$ cat config.mk
export PLATFORM = sky130hd
export DESIGN_NAME = stream_interleaver
export DESIGN_NICKNAME = d
export VERILOG_FILES = /design/src/rtl/stream_interleaver_pkg.sv /design/src/rtl/stream_interleaver_slot_counter.sv /design/src/rtl/stream_interleaver.sv
export SDC_FILE = /design/constraint.sdc
export NUM_CORES = 1
export LEC_CHECK = 0
export CORE_AREA = 2 2 202 204
export CTS_CLUSTER_DIAMETER = 150
export DETAILED_ROUTE_END_ITERATION = 8
export DIE_AREA = 0 0 204 206
export GPL_TIMING_DRIVEN = 0
export PLACE_DENSITY = 0.69
export SLEW_MARGIN = 15
export SYNTH_ARGS = -nofsm -noshare
export SYNTH_HDL_FRONTEND = slang
export SYNTH_SLANG_ARGS = --single-unit
export TNS_END_PERCENT = 1
$ cat constraint.sdc
create_clock -name clk -period 11.3 [get_ports clk]
set_clock_uncertainty 0.1 [all_clocks]
set_input_delay 1.13 -clock clk [delete_from_list [all_inputs] [get_ports clk]]
set_output_delay 1.13 -clock clk [all_outputs]
set_load 0.005 [all_outputs]
$ cat src/rtl/stream_interleaver_pkg.sv
// Shared defaults and packed-bus helpers for the stream interleaver.
package stream_interleaver_pkg;

  localparam int DEF_DWIDTH         = 16;
  localparam int DEF_NR_STREAMS     = 13;
  localparam int DEF_NR_STREAMS_LOG = 4;

  // Low bit of channel idx within a packed NR_STREAMS*width bus.
  function automatic int slice_lo(input int idx, input int width);
    return idx * width;
  endfunction

endpackage

$ cat src/rtl/stream_interleaver_slot_counter.sv
// Channel slot counter: advances on enable, wraps from N-1 to 0, flags slot 0.
module slot_counter
  import stream_interleaver_pkg::*;
#(
  parameter int N = DEF_NR_STREAMS,
  parameter int W = DEF_NR_STREAMS_LOG
) (
  input  logic         clk,
  input  logic         rst,
  input  logic         i_en,
  output logic [W-1:0] o_count,
  output logic         o_at_zero
);

  logic [W-1:0] r_count;

  always_ff @(posedge clk or negedge rst) begin
    if (!rst) begin
      r_count <= '0;
    end else if (i_en) begin
      if (r_count == W'(N - 1)) r_count <= '0;
      else                      r_count <= r_count + 1'b1;
    end
  end

  assign o_count   = r_count;
  assign o_at_zero = (r_count == '0);

endmodule

$ cat src/rtl/stream_interleaver.sv
// Round-robin channel interleaver in front of the filter and per-channel
// de-interleaver with one-entry output buffers behind it.
module stream_interleaver
  import stream_interleaver_pkg::*;
#(
  parameter int DWIDTH         = DEF_DWIDTH,
  parameter int NR_STREAMS     = DEF_NR_STREAMS,
  parameter int NR_STREAMS_LOG = DEF_NR_STREAMS_LOG
) (
  input  logic                         clk,
  input  logic                         rst,
  input  logic [NR_STREAMS-1:0]        active_mask,
  input  logic [NR_STREAMS-1:0]        ch_in_req,
  output logic [NR_STREAMS-1:0]        ch_in_ack,
  input  logic [NR_STREAMS*DWIDTH-1:0] ch_in_data,
  output logic                         mux_out_req,
  input  logic                         mux_out_ack,
  output logic [DWIDTH-1:0]            mux_out_data,
  input  logic                         demux_in_req,
  output logic                         demux_in_ack,
  input  logic [DWIDTH-1:0]            demux_in_data,
  output logic [NR_STREAMS-1:0]        ch_out_req,
  input  logic [NR_STREAMS-1:0]        ch_out_ack,
  output logic [NR_STREAMS*DWIDTH-1:0] ch_out_data,
  output logic [NR_STREAMS_LOG-1:0]    slot_in,
  output logic [NR_STREAMS_LOG-1:0]    slot_out
);

  logic [NR_STREAMS_LOG-1:0]    w_slot_in, w_slot_out;
  logic                         w_in_zero, w_out_zero;
  logic [NR_STREAMS-1:0]        w_mask_in, w_mask_out;
  logic                         w_in_active, w_in_load, w_out_active, w_dx;
  logic [DWIDTH-1:0]            w_in_sample;

  logic                         r_mux_req;
  logic [DWIDTH-1:0]            r_mux_data;
  logic [NR_STREAMS-1:0]        r_mask_in_q, r_mask_out_q;
  logic [NR_STREAMS-1:0]        r_full;
  logic [NR_STREAMS*DWIDTH-1:0] r_buf;

  slot_counter #(.N(NR_STREAMS), .W(NR_STREAMS_LOG)) u_slot_in (
    .clk(clk), .rst(rst), .i_en(w_in_load), .o_count(w_slot_in), .o_at_zero(w_in_zero)
  );

  slot_counter #(.N(NR_STREAMS), .W(NR_STREAMS_LOG)) u_slot_out (
    .clk(clk), .rst(rst), .i_en(w_dx), .o_count(w_slot_out), .o_at_zero(w_out_zero)
  );

  // Acks are gated by rst so every handshake output is low during reset.
  always_comb begin
    w_mask_in   = w_in_zero ? active_mask : r_mask_in_q;
    w_in_active = w_mask_in[w_slot_in];
    w_in_sample = ch_in_data[slice_lo(int'(w_slot_in), DWIDTH) +: DWIDTH];
    w_in_load   = rst && (!r_mux_req || mux_out_ack) &&
                  (!w_in_active || ch_in_req[w_slot_in]);
    ch_in_ack   = '0;
    if (w_in_load && w_in_active) ch_in_ack[w_slot_in] = 1'b1;

    w_mask_out   = w_out_zero ? active_mask : r_mask_out_q;
    w_out_active = w_mask_out[w_slot_out];
    demux_in_ack = rst && (!w_out_active || !r_full[w_slot_out] || ch_out_ack[w_slot_out]);
    w_dx         = demux_in_req && demux_in_ack;
  end

  always_ff @(posedge clk or negedge rst) begin
    if (!rst) begin
      r_mux_req   <= 1'b0;
      r_mux_data  <= '0;
      r_mask_in_q <= '0;
    end else if (w_in_load) begin
      r_mux_req  <= 1'b1;
      r_mux_data <= w_in_active ? w_in_sample : '0;
      if (w_in_zero) r_mask_in_q <= active_mask;
    end else if (mux_out_ack) begin
      r_mux_req <= 1'b0;
    end
  end

  // A fill of a buffer wins over its drain in the same cycle.
  always_ff @(posedge clk or negedge rst) begin
    if (!rst) begin
      r_full       <= '0;
      r_buf        <= '0;
      r_mask_out_q <= '0;
    end else begin
      for (int i = 0; i < NR_STREAMS; i++) begin
        if (w_dx && w_out_active && (int'(w_slot_out) == i)) begin
          r_full[i]                                <= 1'b1;
          r_buf[slice_lo(i, DWIDTH) +: DWIDTH]     <= demux_in_data;
        end else if (ch_out_ack[i]) begin
          r_full[i] <= 1'b0;
        end
      end
      if (w_dx && w_out_zero) r_mask_out_q <= active_mask;
    end
  end

  assign mux_out_req  = r_mux_req;
  assign mux_out_data = r_mux_data;
  assign ch_out_req   = r_full;
  assign ch_out_data  = r_buf;
  assign slot_in      = w_slot_in;
  assign slot_out     = w_slot_out;

endmodule

Word level (Yosys, flattened, before mapping)
Index checks and enable logic that the tools add are counted.
Storage, ports and cells
  output and inout bits: 260
  input port bits: 267
  register bits: 272
Cells by class
  order comparisons: 3
  mux-type cells: 46
  equal/unequal tests: 14
  reduce and logical (&&, ||, !) cells: 46
  shift operators: 1
  add/sub/neg operators: 2
Operators with widths (number)
  208-bit by 9-bit indexed part select with 16-bit output: 1
  4-bit equality test (second input constant): 10
  13-bit two-way mux: 3
  1-bit two-way mux: 34
  2-bit nonzero test: 14
  1-bit logical AND: 21
  1-bit binary-select mux with 4-bit select: 5
  16-bit two-way mux: 1
  4-bit by 3-bit equality test with 1-bit output (second input constant): 3
  4-bit logical NOT: 3
  4-bit by 5-bit less-than comparator with 1-bit output (second input constant): 2
  4-bit by 1-bit adder with 4-bit output (second input constant): 2
  4-bit two-way mux: 2
  1-bit demux with 4-bit select: 1
  4-bit by 2-bit equality test with 1-bit output (second input constant): 1
  4-bit by 1-bit greater-or-equal comparator with 1-bit output (second input constant): 1
  1-bit logical NOT: 4
  1-bit logical OR: 4

Longest topological paths before layout
Gate-level depths: netlist of the first run.
  depth in word-level cells: 12
  gate-level depth with buffers: 12
  gate-level depth less buffers: 8

Modules after synthesis
From an unflattened synthesis of the first run, not the netlist that was laid out.
Second synthesis, totals
  cells, all modules: 891
  area total of the unflattened synthesis: 12759.7 sq um
By module, submodules not included
  stream_interleaver: cells each 847, instances 1, area an instance 12331.8 sq um
  slot_counter: cells each 22, instances 2, area an instance 214.0 sq um

Least setup slack after synthesis of the first run
OpenSTA, ideal clock, no wires.
  kind: register to output
  start point: register u_slot_in.r_count[0] (netlist: u_slot_in.o_count[0])
  end point: output ch_in_ack[10]
  arrival: 3156 ps
  path slack: 6914 ps
  cell stages (with the launch flop): 12
  path buffers: 3
  cells stage by stage: dfrtp_1 > buf_4 > buf_2 > buf_2 > inv_1 > ha_1 > nor3b_1 > mux2_2 > mux4_2 > o21a_1 > nor3b_1 > and2_1
Between the ends
  longest elaborated chain between the ends: 9
  elaborated cells between the ends (all ways): 16
  those cells by class: 2 x order compare; 8 x mux; 6 x reduce/logical
Ends and longest elaborated chain
  from (decl): line stream_interleaver_slot_counter.sv:15  | logic [W-1:0] r_count;
  from (signal assigned): line stream_interleaver_slot_counter.sv:22  | else r_count <= r_count + 1'b1;
  4-bit logical NOT: line stream_interleaver_slot_counter.sv:27  | assign o_at_zero = (r_count == '0);
  13-bit two-way mux
  1-bit binary-select mux with 4-bit select: line stream_interleaver.sv:52  | w_in_active = w_mask_in[w_slot_in];
  1-bit two-way mux (implied by the code): line stream_interleaver.sv:52
  1-bit logical NOT: line stream_interleaver.sv:55  | (!w_in_active || ch_in_req[w_slot_in]);
  1-bit logical OR: line stream_interleaver.sv:55
  1-bit logical AND: line stream_interleaver.sv:54  | w_in_load = rst && (!r_mux_req || mux_out_ack) &&
  1-bit logical AND: line stream_interleaver.sv:57  | if (w_in_load && w_in_active) ch_in_ack[w_slot_in] = 1'b1;
  13-bit two-way mux (*): line stream_interleaver.sv:57
  to (decl): line stream_interleaver.sv:14  | output logic [NR_STREAMS-1:0] ch_in_ack,
Mark *: on every way between the ends. The rest lies on a longest branch, timed or not. The select of a mux whose other input is x is not followed.

Final worst setup path of the first run
Ends and elaborated chain as after synthesis.

==> results.cfg, run 1 <==
[run_status]
status = complete, no violations

[finish]
final_cell_mix = clkdlybuf4s50_1 (525), dfrtp_1 (272), mux2_2 (192), mux4_2 (56), nand2_1 (47)
layout_commonest_cell = clkdlybuf4s50_1
area_delta_synth_final_pct = 54.30
drive_above_1_share_pct = 24.55
final_nets = 1739

[setup_path]
critical_path_required_ns = 10.07
critPathLaunchType = flop
crit_arrival_ns = 4.90
cp-end-kind = primary output
critical_path_class = reg -> out
path_max_fanout = 10

[flow_run]
cap_violations = 0

[floorplanning]
start_util_pct = 32.44
pin_count = 527
die-area_um2 = 42020
core_um2 = 40180
die_y_um = 206
die_w_um = 204
num_rows = 74

[clocking]
cts_max_level = 1
clkLatencyLatePin_ns = 0.58
cts_buffers = 31
clockRootBuffer = clkbuf_16
post_cts_buffers = 0
cts_buffer_depth = 3
ctsHoldBuffers = 0
cts_resized = 0
cts_tree = built
cts.clk_slew.worst_paths_ns = 0.06
clock_sinks = 272

[placement]
hpwl_um = 40640
place_congestion = 0.9298
io_buffers = 526
post-place-ws_ns = 5.731

[grt]
grt_pass1_wl_um = 73310
grt_pass1_vias = 10910
globalRouteOverflowTotal = 0
grt_use_total_pct = 24.05
antenna_found_initial = 8
grt_max_degree = 98

[pwr]
peakVddDrop_uv = 170.8
leakagePower_nw = 8.913
power.density_nw_per_um2 = 231.2

[yosys]
synth_async_sr_flop_share_pct = 100.0
seq_area_frac_synth_pct = 52.21
ys_ff_latch = 272
syn_inst = 902
synth-edff-count = 0
synth-warning-count = 0
synthFlopType = dfrtp_1
syn_nets = 1177
ys_types = 56
syn_area_um2 = 13040
syn_avg_cell_area_um2 = 14.45

[sta]
setup_viol = 0
rsz0062_at_grt = false
tightest_slew_ns = 0.9446
fin_ws_ns = 5.166
post-route-period-util_pct = 54.28
max-slew-margin-rel_pct = 36.68
hold_viol = 0
timing.fmax_mhz = 163.0
tns_ns = 0
finalMaxSlewViolations = 0
hold_ws_ns = 0.3607
min_period_ns = 6.134

[route]
wl_per_cell_um = 25.67
drtPass1Iterations = 4
num_vias = 10170
drc = 0
ant_nets = 0
avgViaCountPerCell = 5.021
finalWirelength_um = 51990
drtIter0Drc = 439

[min_path]
hold_class = in -> async
==> kinds of logic (layout without fill, tap and decap cells) <==
family,Yosys count,in the layout,synth area share (%)
AOI/OAI and AO/OA,79,79,4.626
muxes,322,322,32.80
adders and majority gates,8,8,0.7679
other,0,6,0
DFF,272,272,52.21
and+or+nand+nor,132,132,6.210
buffers and inverters,89,674,3.388
==> cell type report <==
cell class,count,area (um^2)
repair buffers,529,5353
clock inverters,15,201.4
inverters,22,82.58
well taps,532,665.6
plain buffers,67,359.1
fillers,3561,20070
clock buffers,41,843.3
flip-flops and latches,272,6807
diodes,6,15.01
multi-input cells,541,5788
==> per-layer routing <==
layer	routed length [um]	up-vias	share of wire [%]	GRT usage, %
li1	-	4474	-	-
met2	28060	405	54	45.66
met3	4053	106	7.8	7.111
met4	2155	0	4.1	10.17
met1	17720	5182	34	24.40
met5	0	-	0	0
==> critical path, stage by stage, from the launching register on <==
cell and delay [ns]:
dfrtp_1 0.45, buf_4 0.23, buf_2 0.21, buf_2 0.26, inv_1 0.14, ha_1 0.28, nor3b_1 0.57, mux2_2 0.43
mux4_2 0.53, o21a_1 0.20, nor3b_1 0.18, and2_1 0.23, clkdlybuf4s50_1 0.60
==> registers in the layout (all words and copies together), names as in the netlist <==
signal,flops
u_slot_out.o_count,4
mux_out_data,16
ch_out_req,13
r_mask_in_q,13
r_mask_out_q,13
u_slot_in.o_count,4
mux_out_req,1
ch_out_data,208
==> power breakdown <==
part           switching, mW  internal, mW  total, mW
combinational          0.935          1.19       2.13
clock                  0.421         0.617       1.04
sequential             0.187          1.30       1.49
total                   1.54          3.11       4.65
==> worst paths after layout <==
path                                      startpoint                to  slack [ns]  cells past startpoint
worst max-delay path            u_slot_in.o_count[0]     ch_in_ack[10]        5.17                     12
worst min-delay path                             rst   ch_out_data[30]        0.36                      1
worst max register to register  u_slot_in.o_count[0]   mux_out_data[9]        7.10                     11
worst min register to register       ch_out_data[35]   ch_out_data[35]        0.38                      1
max in group asynchronous                        rst  mux_out_data[12]        9.92                      2
min in group clk                     ch_out_data[35]   ch_out_data[35]        0.38                      1
==> cells in the mapped netlist, types with 3 or more instances <==
| master | count | area share, % |
|---|---|---|
| ha_1 | 8 | 0.77 |
| buf_1 | 17 | 0.49 |
| buf_2 | 14 | 0.54 |
| mux2_1 | 40 | 3.5 |
| nand4_1 | 4 | 0.19 |
| a221oi_1 | 16 | 1.1 |
| or3b_1 | 3 | 0.20 |
| nor3b_1 | 5 | 0.29 |
| nand2_1 | 47 | 1.4 |
| o211ai_1 | 4 | 0.23 |
| a21oi_1 | 5 | 0.19 |
| nor3_1 | 6 | 0.23 |
| nand3_1 | 4 | 0.15 |
| and2_1 | 7 | 0.34 |
| dfrtp_1 | 272 | 52 |
| a31oi_1 | 18 | 0.86 |
| nand3b_1 | 3 | 0.17 |
| buf_6 | 4 | 0.35 |
| a21o_1 | 14 | 0.81 |
| o21ai_0 | 5 | 0.19 |
| buf_4 | 13 | 0.75 |
| mux2_4 | 9 | 1.0 |
| mux2i_1 | 24 | 1.8 |
| mux4_2 | 56 | 9.7 |
| clkbuf_1 | 18 | 0.52 |
| nor3_4 | 11 | 1.4 |
| nand2b_1 | 3 | 0.14 |
| inv_1 | 22 | 0.63 |
| nor2_1 | 23 | 0.66 |
| mux2_2 | 192 | 17 |
==> metrics by stage <==
stage	utilization [%]	std cells	power, mW	area (um^2)
after floorplan	-	902	2.549	13040
after global routing	50.04	2023	4.896	20110
after global placement	47.20	1960	3.607	18970
final	50.06	2025	4.651	20110
after CTS	50.02	2019	4.705	20100
after detailed placement	47.42	1963	3.641	19050
Power figures use the tool's default switching activity.
==> run 2, diff against run 1 <==
--- a/config.mk
+++ b/config.mk
@@ -5,12 +5,12 @@
 export SDC_FILE = /design/constraint.sdc
 export NUM_CORES = 1
 export LEC_CHECK = 0
-export CORE_AREA = 2 2 202 204
+export CORE_AREA = 2 2 207 209
 export CTS_CLUSTER_DIAMETER = 150
 export DETAILED_ROUTE_END_ITERATION = 8
-export DIE_AREA = 0 0 204 206
+export DIE_AREA = 0 0 209 211
 export GPL_TIMING_DRIVEN = 0
-export PLACE_DENSITY = 0.69
+export PLACE_DENSITY = 0.68
 export SLEW_MARGIN = 15
 export SYNTH_ARGS = -nofsm -noshare
 export SYNTH_HDL_FRONTEND = slang
==> constraint.sdc (replaced) <==
create_clock -name clk -period 5.3 [get_ports clk]
set_clock_uncertainty 0.1 [all_clocks]
set_input_delay 0.53 -clock clk [delete_from_list [all_inputs] [get_ports clk]]
set_output_delay 0.53 -clock clk [all_outputs]
set_load 0.005 [all_outputs]
==> run 2 against run 1 <==
Against the previous run: clock power up 130%; setup slack worse by 5.0 ns; via count up 1.4%; routed wire length up 0.50%; final area up 0.87%; combinational power up 120%; register-to-register slack worse by 5.7 ns; worst hold slack better by 0.023 ns; utilization down 1.5 points; sequential share of layout area down 0.29 points; largest cell class unchanged; largest power group unchanged.
==> results.cfg, run 2 (synthesized netlist as in run 1, its figures left out) <==
[run_status]
status = complete, no violations

[setup_path]
critical_path_class = reg -> out
r2r_start = u_slot_in.o_count[0]
endpoint = ch_in_ack[9]
crit_arrival_ns = 4.47
critical_path_required_ns = 4.67
critPathLaunch = u_slot_in.o_count[0]
regToRegSetupSlack_ns = 1.36
path_max_fanout = 10
crit_path_top_delay_cell = mux4_2
cp_common_cell = nor3b_4
slowest_delay_ns = 0.51
crit_chain = buf_4 > buf_2 > clkbuf_4 > inv_1 > ha_4 > nor3b_4 > mux2_2 > mux4_2 > o21a_1 > nor3b_4 > and2_1 > clkdlybuf4s50_1
rr_worst_depth = 12
cp-end-kind = primary output
r2r_end = r_mask_in_q[9]
critPathLaunchType = flop

[route]
finalWirelength_um = 52250
drc = 0
drtPass1Iterations = 7
drtIter0Drc = 559
num_vias = 10310
avgViaCountPerCell = 5.067
ant_nets = 0
wl_per_cell_um = 25.68

[clocking]
cts_tree = built
clockRootBuffer = clkbuf_16
cts_buffer_depth = 3
cts_buffers = 34
cts.clk_slew.worst_paths_ns = 0.06
clock_sinks = 272
cts_max_level = 2
clkLatencyLatePin_ns = 0.52

[sta]
hold_viol = 0
rsz0062_at_grt = false
hold_ws_ns = 0.3839
tns_ns = 0
tightest_slew_ns = 1.098
finalMaxSlewViolations = 0
timing.fmax_mhz = 196.1
post-route-period-util_pct = 96.22
min_period_ns = 5.100
setup_viol = 0
max-slew-margin-rel_pct = 26.62

[grt]
grt_use_total_pct = 23.16
grt_max_degree = 99
grt_pass1_vias = 11140
antenna_found_initial = 2
globalRouteOverflowTotal = 0
grt_pass1_wl_um = 74860

[finish]
layout_commonest_cell = clkdlybuf4s50_1
final_nets = 1743
largest_reg_flops = 208
design_area_um2 = 20290
area_delta_synth_final_pct = 55.64
final_cell_mix = clkdlybuf4s50_1 (525), dfrtp_1 (272), mux2_2 (192), mux4_2 (56), nand2_1 (47)
fin_util_pct = 48.59
drive_above_1_share_pct = 25.12

[min_path]
hold_class = reg -> reg

[floorplanning]
num_rows = 75
die_y_um = 211
die_w_um = 209
pin_count = 527
die-area_um2 = 44100
start_util_pct = 31.22
core_um2 = 41760

[placement]
place_congestion = 0.9436
placed_area_um2 = 19040
hpwl_um = 40850
io_buffers = 526

[flow_run]
cap_violations = 0

[pwr]
peakVddDrop_uv = 315.4
leakagePower_nw = 8.994
power.density_nw_per_um2 = 504.0
power.total_mw = 10.22
## run 2: worst max-delay path: cells and delay by family, from the launching register on
kind                       cells  cell delay, ns
and+or+nand+nor                3            0.76
muxes                          2            0.91
adders and majority gates      1            0.24
DFF                            1            0.47
buffers and inverters          5            1.36
AOI/OAI and AO/OA              1            0.21
## run 2: power by group
group          switching, mW  internal (mW)  total, mW
sequential             0.404           2.77       3.17
combinational           2.06           2.56       4.62
clock                  0.931           1.50       2.43
total                   3.39           6.84       10.2
## run 2: worst min path at each step
stage / cells after the start / slack (ns) / end / from
floorplan: 0 / 0.13 / ch_out_data[0] / rst
global placement: 1 / 0.36 / r_mask_in_q[4] / r_mask_in_q[4]
detailed placement: 1 / 0.37 / ch_out_data[184] / ch_out_data[184]
CTS: 1 / 0.39 / ch_out_data[170] / ch_out_data[170]
global route: 1 / 0.40 / ch_out_data[184] / ch_out_data[184]
finish: 1 / 0.38 / ch_out_data[89] / ch_out_data[89]
## run 2: timing repair
action / in CTS / in global routing
gates resized for setup: 4 / 3
hold buffers: 1 / 0
hold endpoints to repair: 93 / 0
pin swaps: 0 / 0
endpoints found under the setup margin: 8 / 7
gates cloned: 0 / 0
buffers inserted: 0 / 1
## run 2: final cells by class
cell class / instances / area, um^2
clock buffers: 47 / 979.7
diodes: 3 / 7.507
inverters: 22 / 82.58
flip-flops and latches: 272 / 6807
well taps: 539 / 674.4
repair buffers: 530 / 5343
clock inverters: 14 / 211.5
multi-input cells: 541 / 5823
plain buffers: 67 / 361.6
fillers: 3736 / 21470
## run 2: per-stage QoR
step                      cells  setup slack, ns
after detailed placement   1969        -0.008651
final                      2035           0.2001
after floorplan             902            1.514
after CTS                  2031          0.03532
after global routing       2034          0.04555
after global placement     1967           -10.65
## run 2: per-layer routing
metal | part of all wire (%) | vias to the layer above | routed length [um] | global-route usage (%)
met5 | 0 | - | 0 | 0
met1 | 35 | 5303 | 18170 | 23.99
met3 | 7.2 | 93 | 3779 | 6.378
met4 | 4.0 | 0 | 2064 | 9.631
li1 | - | 4468 | - | -
met2 | 54 | 447 | 28240 | 43.85
==> run 3, diff against run 2 <==
--- a/config.mk
+++ b/config.mk
@@ -9,7 +9,6 @@
 export CTS_CLUSTER_DIAMETER = 150
 export DETAILED_ROUTE_END_ITERATION = 8
 export DIE_AREA = 0 0 209 211
-export GPL_TIMING_DRIVEN = 0
 export PLACE_DENSITY = 0.68
 export SLEW_MARGIN = 15
 export SYNTH_ARGS = -nofsm -noshare
==> run 3 against run 2 <==
Against the previous run: fmax increased by 4.5%; critical endpoint is now ch_in_ack[10]; non-clock buffer count decreased by 49; largest cell class unchanged; highest routed layer unchanged; via count decreased by 2.6%; utilization decreased by 0.91 points.
==> results.cfg, run 3 (synthesized netlist as in run 1, its figures left out) <==
[run_status]
status = complete, no violations

[pwr]
leakagePower_nw = 8.818
seq_power_share_pct = 33.1
swShare_pct = 32.68
p_sw_mw = 3.210
power_frac_clock_pct = 23.0
peakVddDrop_uv = 311.0
power.density_nw_per_um2 = 493.5
p_int_mw = 6.614
combPwrFrac_pct = 43.9

[sta]
hold_ws_ns = 0.3547
min_period_ns = 4.880
post-route-period-util_pct = 92.08
hold_viol = 0
tightest_slew_ns = 1.138
timing.fmax_mhz = 204.9
fin_ws_ns = 0.4198
tns_ns = 0
rsz0062_at_grt = false
finalMaxSlewViolations = 0
max-slew-margin-rel_pct = 23.87
setup_viol = 0

[finish]
final_cell_mix = clkdlybuf4s50_1 (525), dfrtp_1 (270), mux2_2 (192), mux4_2 (56), nand2_1 (47)
largest_reg_flops = 208
design_area_um2 = 19910
drive_above_1_share_pct = 24.83
final_nets = 1691
layout_commonest_cell = clkdlybuf4s50_1
final_cell_count_no_fill = 1980
area_delta_synth_final_pct = 52.72

[setup_path]
critical_path_required_ns = 4.67
regToRegSetupSlack_ns = 1.41
crit_arrival_ns = 4.25
r2r_end = ch_out_data[3]
rr_worst_depth = 9
critical_path_class = reg -> out
r2r_start = u_slot_out.o_count[1]
critPathLaunchType = flop
cp-end-kind = primary output
path_max_fanout = 14

[clocking]
cts_buffer_depth = 3
clock_sinks = 272
cts_tree = built
cts.clk_slew.worst_paths_ns = 0.06
clkLatencyLatePin_ns = 0.57
post_cts_buffers = 0
clockRootBuffer = clkbuf_16
cts_buffers = 31
cts_max_level = 1

[floorplanning]
pin_count = 527
die_w_um = 209
num_rows = 75
core_um2 = 41760
die-area_um2 = 44100
die_y_um = 211
start_util_pct = 31.22

[grt]
grt_use_total_pct = 22.20
grt_pass1_vias = 10740
antenna_found_initial = 9
globalRouteOverflowTotal = 0
grt_pass1_wl_um = 72160
grt_max_degree = 70

[placement]
io_buffers = 526
post-place-ws_ns = 0.8511
placed_area_um2 = 18780
hpwl_um = 38390
place_congestion = 0.9606
dp_cells = 1920

[route]
num_vias = 10050
drc = 0
avgViaCountPerCell = 5.075
wl_per_cell_um = 25.33
finalWirelength_um = 50150
drtIter0Drc = 480
drtPass1Iterations = 7
ant_nets = 0

[flow_run]
cap_violations = 0

[min_path]
hold_class = in -> async
==> run 3: changes by cell type in the layout (fill, tap and decap cells not counted), sizes merged <==
cell	before	now
clkinvlp	2	1
clkbuf	66	39
clkinv	6	8
bufinv	4	5
buf	52	22
==> run 3: worst max-delay path by stage <==
stage                               startpoint            end  slack (ns)  cells past startpoint
after floorplan           u_slot_in.o_count[0]  ch_in_ack[10]        1.51                     11
after global placement    u_slot_in.o_count[1]   ch_in_ack[9]        1.14                      9
after detailed placement  u_slot_in.o_count[1]  ch_in_ack[10]        0.85                      9
after CTS                 u_slot_in.o_count[1]  ch_in_ack[10]        0.24                      9
after global routing      u_slot_in.o_count[1]  ch_in_ack[10]        0.21                      9
final                     u_slot_in.o_count[1]  ch_in_ack[10]        0.42                      9
==> run 3: through the flow <==
step	total power, mW	utilization, %
2_1_floorplan	5.434	-
3_3_place_gp	7.533	44.98
3_5_place_dp	7.608	44.98
4_1_cts	9.921	47.57
5_1_grt	10.32	47.68
6_report	9.825	47.68
==> run 3: final cells by class <==
type / count / area [um^2]
flip-flops and latches: 272 / 6812
clock inverters: 16 / 226.5
inverters: 22 / 82.58
repair buffers: 548 / 5458
well taps: 539 / 674.4
fillers: 3750 / 21850
clock buffers: 39 / 845.8
diodes: 3 / 7.507
multi-input cells: 541 / 5803
==> run 3: metal layers <==
| metal | up-vias | share of wire, % | global-route usage (%) |
|---|---|---|---|
| met5 | - | 0 | 0 |
| li1 | 4358 | - | - |
| met2 | 445 | 53 | 41.97 |
| met3 | 101 | 7.8 | 6.348 |
| met1 | 5144 | 35 | 23.01 |
| met4 | 0 | 4.2 | 8.990 |
==> run 3: repair_timing <==
action,4_1_cts,5_1_grt
setup endpoints to repair,0,1
gates resized for setup,0,1
endpoints found under the hold margin,54,0
hold buffers,1,0
==> run 3: power by group through the flow <==
stage          Sequential (mW)  Clock, mW  Combinational, mW
6_report                  3.25       2.26               4.31
5_1_grt                   3.34       2.38               4.59
4_1_cts                   3.26       2.31               4.35
3_5_place_dp              3.28          0               4.33
3_3_place_gp              3.24          0               4.29
2_1_floorplan             3.18          0               2.25
==> run 3: worst max-delay path: stages, from the launching register on <==
cell and delay [ns]:
dfrtp_2 0.53, inv_1 0.25, ha_1 0.34, nor3b_1 0.54, mux2_2 0.42, mux4_2 0.53, o21a_1 0.22, nor3b_2 0.21
and2_1 0.20, clkdlybuf4s50_1 0.44
